### config.mk
export PLATFORM = sky130hd
export DESIGN_NAME = beat_sequencer
export DESIGN_NICKNAME = d
export VERILOG_FILES = /design/src/rtl/beat_seq_pkg.sv /design/src/rtl/beat_sequencer_tick_divider.sv /design/src/rtl/beat_sequencer.sv
export SDC_FILE = /design/constraint.sdc
export NUM_CORES = 1
export LEC_CHECK = 0
export CORE_ASPECT_RATIO = 2
export CORE_UTILIZATION = 45
export CTS_BUF_LIST = sky130_fd_sc_hd__clkbuf_8
export DETAILED_ROUTE_END_ITERATION = 12
export PLACE_DENSITY_LB_ADDON = 0.1
export SYNTH_ARGS = -nofsm -noshare
export SYNTH_HDL_FRONTEND = slang
export SYNTH_SLANG_ARGS = --single-unit
### constraint.sdc
create_clock -name clk -period 7.65 [get_ports clk]
set_input_delay 1.1475 -clock clk [delete_from_list [all_inputs] [get_ports clk]]
set_output_delay 1.1475 -clock clk [all_outputs]
set_load 0.05 [all_outputs]
### src/rtl/beat_seq_pkg.sv
// beat_seq_pkg: state encoding, default parameters and beat-period helper for beat_sequencer
package beat_seq_pkg;
  typedef enum logic [1:0] {IDLE = 2'd0, RUN = 2'd1, PAUSE = 2'd2, DONE = 2'd3} state_t;
  localparam int unsigned BEAT_DIV_DEF = 5_000_000;
  localparam int unsigned SAMPLE_DIV_DEF = 2268;
  localparam int unsigned ADDR_W_DEF = 16;
  localparam int unsigned SONG_BEATS_DEF = 1200;
  localparam int unsigned BEATS_PER_BAR_DEF = 4;
  function automatic logic [31:0] beat_period(input logic [31:0] div, input logic [3:0] d);
    return div - 32'(d) * (div / 32'd16);
  endfunction
endpackage

### src/rtl/beat_sequencer_tick_divider.sv
// tick_divider: counts enabled cycles 0..period-1, tick marks the cycle that wraps the count
module tick_divider (
  input  logic        clk,
  input  logic        rst,
  input  logic        en,
  input  logic        clear,
  input  logic [31:0] period,
  output logic        tick
);
  logic [31:0] cnt;
  assign tick = en && !clear && cnt == period - 32'd1;
  always_ff @(posedge clk)
    if (rst || clear) cnt <= '0;
    else if (en) cnt <= tick ? '0 : cnt + 32'd1;
endmodule

### src/rtl/beat_sequencer.sv
// beat_sequencer: song tempo FSM with beat/bar strobes and audio/chart addresses; pause support under BEAT_SEQ_PAUSE_EN
module beat_sequencer
  import beat_seq_pkg::*;
#(
  parameter int unsigned BEAT_DIV      = BEAT_DIV_DEF,
  parameter int unsigned SAMPLE_DIV    = SAMPLE_DIV_DEF,
  parameter int unsigned ADDR_W        = ADDR_W_DEF,
  parameter int unsigned SONG_BEATS    = SONG_BEATS_DEF,
  parameter int unsigned BEATS_PER_BAR = BEATS_PER_BAR_DEF
) (
  input  logic              clk,
  input  logic              rst,
  input  logic              game_start,
  input  logic              game_stop,
  input  logic              pause,
  input  logic [3:0]        difficulty,
  output logic              game_active,
  output logic              beat_pulse,
  output logic              bar_pulse,
  output logic [3:0]        current_beat,
  output logic              song_done,
  output logic [ADDR_W-1:0] audio_addr,
  output logic [ADDR_W-1:0] beat_addr,
  output logic [1:0]        state
);
  state_t st, st_nxt;
  logic [3:0] diff_q;
  logic pause_in, song_end, start_go, run_en, beat_tick, sample_tick;
`ifdef BEAT_SEQ_PAUSE_EN
  assign pause_in = pause;
`else
  assign pause_in = pause & 1'b0;
`endif
  assign song_end = beat_addr == ADDR_W'(SONG_BEATS);
  assign start_go = st == IDLE && game_start && !game_stop;
  // the last RUN cycle (song already complete) counts nothing so addresses stay at the song end
  assign run_en = st == RUN && !song_end;
  assign song_done = st == DONE;
  assign game_active = st == RUN || st == PAUSE;
  assign state = st;
  tick_divider u_beat (
    .clk(clk), .rst(rst), .en(run_en), .clear(start_go),
    .period(beat_period(32'(BEAT_DIV), diff_q)), .tick(beat_tick)
  );
  tick_divider u_sample (
    .clk(clk), .rst(rst), .en(run_en), .clear(start_go),
    .period(32'(SAMPLE_DIV)), .tick(sample_tick)
  );
  always_comb begin
    st_nxt = st;
    case (st)
      IDLE:  st_nxt = game_start ? RUN : IDLE;
      RUN:   st_nxt = song_end ? DONE : pause_in ? PAUSE : RUN;
      PAUSE: st_nxt = pause_in ? PAUSE : RUN;
      DONE:  st_nxt = IDLE;
    endcase
    if (game_stop) st_nxt = IDLE;
  end
  always_ff @(posedge clk)
    if (rst) begin
      st <= IDLE;
      diff_q <= '0;
      beat_addr <= '0;
      audio_addr <= '0;
      current_beat <= '0;
      beat_pulse <= 1'b0;
      bar_pulse <= 1'b0;
    end else begin
      st <= st_nxt;
      beat_pulse <= beat_tick;
      bar_pulse <= beat_tick && current_beat == 4'(BEATS_PER_BAR - 1);
      if (start_go) begin
        diff_q <= difficulty;
        beat_addr <= '0;
        audio_addr <= '0;
        current_beat <= '0;
      end else begin
        if (beat_tick) begin
          beat_addr <= beat_addr + ADDR_W'(1);
          current_beat <= current_beat == 4'(BEATS_PER_BAR - 1) ? 4'd0 : current_beat + 4'd1;
        end
        if (sample_tick) audio_addr <= audio_addr + ADDR_W'(1);
      end
    end
endmodule
==> impl_metrics.ini <==
[setup_path]
worst_r2r_endpoint = beat_addr[15]
setup.worst_path.end_class = register
crit_path_cell_trace = ha_1, ha_1, ha_1, inv_1, fa_1, nand2b_1, a2111oi_1, nor2_1, xnor2_1, or4_1, mux2i_1, a31oi_1, or4b_4, xnor2_1, or4b_4, a2111oi_1, nand3_1, mux2i_1
worstPathBufferInverterCount = 1
reg2regPathDepth = 18
cp_max_fo = 12
crit_slowest_cell = sky130_fd_sc_hd__a2111oi_1
critPathMaxStageDelay_ns = 0.81
cp-start-kind = register
critical_path.top_delay_family = simple AND/OR/NAND/NOR gates
r2r_setup_slack_ns = 0.85
critical_path_class = register to register
critical_path_s_most_frequent_cell = sky130_fd_sc_hd__ha_1
reg2reg_from = diff_q[3]
timing.critical_path.required_ns = 7.93
arrival_ns = 7.08

[hold_path]
holdPathEnd = u_sample.cnt[1]
whs_path_depth = 2
worst_hold_start = u_sample.cnt[1]
min-delay-path-class = register to register

[logic_synthesis]
syn_area_mm2 = 0.00742
synth_seq_cells = 108
synth_area_per_cell_um2 = 8.04
synth.lib_cells_used.distinct = 71
syn_nets = 967
synth.area.top_cells = sky130_fd_sc_hd__dfxtp_1, sky130_fd_sc_hd__xnor2_1, sky130_fd_sc_hd__xor2_1
synth_top_area_frac = 0.291
yosys_warns = 0
synth_most_common_cell = sky130_fd_sc_hd__nor2_1
post_synth_inst_count = 922
synth-edff-count = 0
yosys.area.top_type = sky130_fd_sc_hd__dfxtp_1
ys.flop_type = sky130_fd_sc_hd__dfxtp_1
postSynth.asyncResetShare = 0
synth.yosys.seq_area_share = 0.291
netlist_top_cells_count = sky130_fd_sc_hd__nor2_1, sky130_fd_sc_hd__dfxtp_1, sky130_fd_sc_hd__nand2_1

[timing]
report.final.hold_viol_count = 0
clock_skew_ns = 0.00751
final.min_clock_period_ns = 6.80
setup_total_negative_slack_ns = 0
timing.max_slew.rel_slack = 0.219
fmax_mhz = 147
max_slew.worst_pin.slew_ns = 1.17
final-setup-viol-count = 0
timing.final.crit_share = 0.889
slew_viol_final = 0
rsz0062_at_grt = false

[pwr]
cell_internal_pwr_mw = 0.836
static-leakage-power_nw = 3.04
powerDensity_mw_per_mm2 = 140
net-switching-power_mw = 0.326
comb_power_share = 0.181
ir_worst_vdd_mv = 0.116
power_frac_seq = 0.489
sw_frac_of_total = 0.281
p_clk_frac = 0.330

[global_routing]
pin_count_of_the_biggest_net_entering_global_routing = 32
antenna_found_initial = 0
first_global_vias = 6662
grt.overflow.total = 0
grt_use_total = 0.237
grt_first_pass_wirelength_mm = 31.9

[clock_tree]
clk_latency_ns = 0.39
post_cts_hold_buffers = 0
clk_pin_slew_worst_paths_ns = 0.09
post_cts_setup_repair_buffer_count = 0
numCtsBuffers = 9
clock_tree.buffer_depth = 2
clockRootBuffer = sky130_fd_sc_hd__clkbuf_8
post_cts_resize_count = 0
clock_sink_count = 108
htree_levels = 3
cts_tree = yes

[floorplanning]
die_width_um = 92.8
number_of_top_level_pins = 51
initial_core_util = 0.458
die_h_um = 184
design.die.area_mm2 = 0.0170
row_count = 66
core_mm2 = 0.0162

[run]
cap_viol_max_count = 0

[finish]
post_synthesis_to_final_layout_area_growth_pct = 12.2
nets_final = 1006
antenna-diode-count = 0
ff_latch_area_mm2 = 0.00216
layout-drive-gt1-share = 0.0476
multi_input_comb_area_mm2 = 0.00504
post-route-util = 0.514
fillerInstances = 1645

[detailed_routing]
wirelength_met1_mm = 7.08
initialDrtViolationCount = 202
highest-signal-layer = met4
avgViaCountPerCell = 5.67
post-route-drc-count = 0
iteration_count_of_the_initial_detailed_routing_pass = 4
wirelength_mm = 19.3
wl_met3_um = 377
wl_per_cell_um = 16.5
route.antenna.remaining_nets = 0
wl_met2_mm = 11.1
detailroute.via_count = 6637

[placed_design]
gp_congestion = 0.863
place.detailed.hpwl_mm = 15.1
io_buffers = 49

[outcome]
run_status = completed
power by group through the flow:
stage / Clock (mW) / Sequential, mW / Combinational (mW)
after global routing: 0.417 / 0.569 / 0.234
after detailed placement: 0 / 0.581 / 0.209
after floorplan: 0 / 0.580 / 0.163
final: 0.383 / 0.568 / 0.211
after global placement: 0 / 0.581 / 0.209
after CTS: 0.397 / 0.568 / 0.211
area by class of cell:
cell class	count	area share
multi-input combinational	760	0.605
sequential	108	0.260
timing repair buffer	60	0.0688
tap	204	0.0307
clock buffer	10	0.0165
inverter	22	0.00992
clock inverter	6	0.00947
routing by layer:
layer / vias to the layer above / global-route usage
li1: 3363 / -
met2: 81 / 0.481
met1: 3155 / 0.222
met4: 0 / 0.123
met3: 38 / 0.0261
met5: - / 0
cell usage in the layout (no fill, tap or decap), types with 8 or more instances in the layout:
cell type	synthesis	layout
sky130_fd_sc_hd__o21ai_0	24	24
sky130_fd_sc_hd__ha_1	34	34
sky130_fd_sc_hd__or3_1	22	22
sky130_fd_sc_hd__dfxtp_1	108	108
sky130_fd_sc_hd__nand4_1	23	23
sky130_fd_sc_hd__nor4_1	16	15
sky130_fd_sc_hd__and2_1	10	10
sky130_fd_sc_hd__xnor2_1	59	59
sky130_fd_sc_hd__xor2_1	59	59
sky130_fd_sc_hd__o211ai_1	12	12
sky130_fd_sc_hd__nand3_1	37	37
sky130_fd_sc_hd__a21oi_1	41	41
sky130_fd_sc_hd__inv_1	22	23
sky130_fd_sc_hd__nand2b_1	9	9
sky130_fd_sc_hd__and3_1	28	28
sky130_fd_sc_hd__nor2_1	128	128
sky130_fd_sc_hd__nand2_1	89	89
sky130_fd_sc_hd__a31oi_1	14	14
sky130_fd_sc_hd__a211oi_1	8	8
sky130_fd_sc_hd__mux2i_1	15	15
sky130_fd_sc_hd__buf_4	0	11
sky130_fd_sc_hd__clkdlybuf4s50_1	0	49
sky130_fd_sc_hd__clkbuf_8	0	10
sky130_fd_sc_hd__nor3_1	26	26
logic make-up after synthesis:
kind of cell	Yosys count	synth area share
mux	15	0.0202
simple gates	427	0.286
fa+ha+maj	36	0.0628
buf+inv	54	0.0304
compound gates	159	0.155
flops	108	0.291
xor+xnor	123	0.154
registers in the layout, summed over array words and instances (netlist names):
name	flops
u_sample.cnt	32
diff_q	4
state	2
bar_pulse	1
beat_addr	16
u_beat.cnt	32
audio_addr	16
beat_pulse	1
current_beat	4
stage by stage:
stage	hold WS, ns	std cells	power, mW	setup slack [ns]	area [um2]
after detailed placement	0.470	1154	0.791	0.915	8110
after CTS	0.487	1170	1.18	0.876	8330
after global routing	0.546	1170	1.22	0.403	8330
after floorplan	0.449	922	0.744	1.95	7420
after global placement	0.468	1154	0.791	0.928	8110
final	0.492	1170	1.16	0.849	8330
worst register-to-register path: cells and delay by family, from the launching register on:
family,cells,cell delay [ns]
simple gates,6,2.20
compound gates,3,1.67
fa+ha+maj,4,1.22
flops,1,0.68
xor+xnor,2,0.54
mux,2,0.33
buf+inv,1,0.05
how the worst max path moves through the flow:
stage	cells past startpoint	start	endpoint	slack, ns
5_1_grt	18	diff_q[3]	beat_addr[15]	0.40
4_1_cts	18	diff_q[3]	beat_addr[15]	0.88
2_1_floorplan	19	diff_q[2]	beat_addr[7]	1.95
3_5_place_dp	18	diff_q[3]	beat_addr[15]	0.91
6_report	18	diff_q[3]	beat_addr[15]	0.85
3_3_place_gp	18	diff_q[3]	beat_addr[15]	0.93
Power figures use the tool's default switching activity.
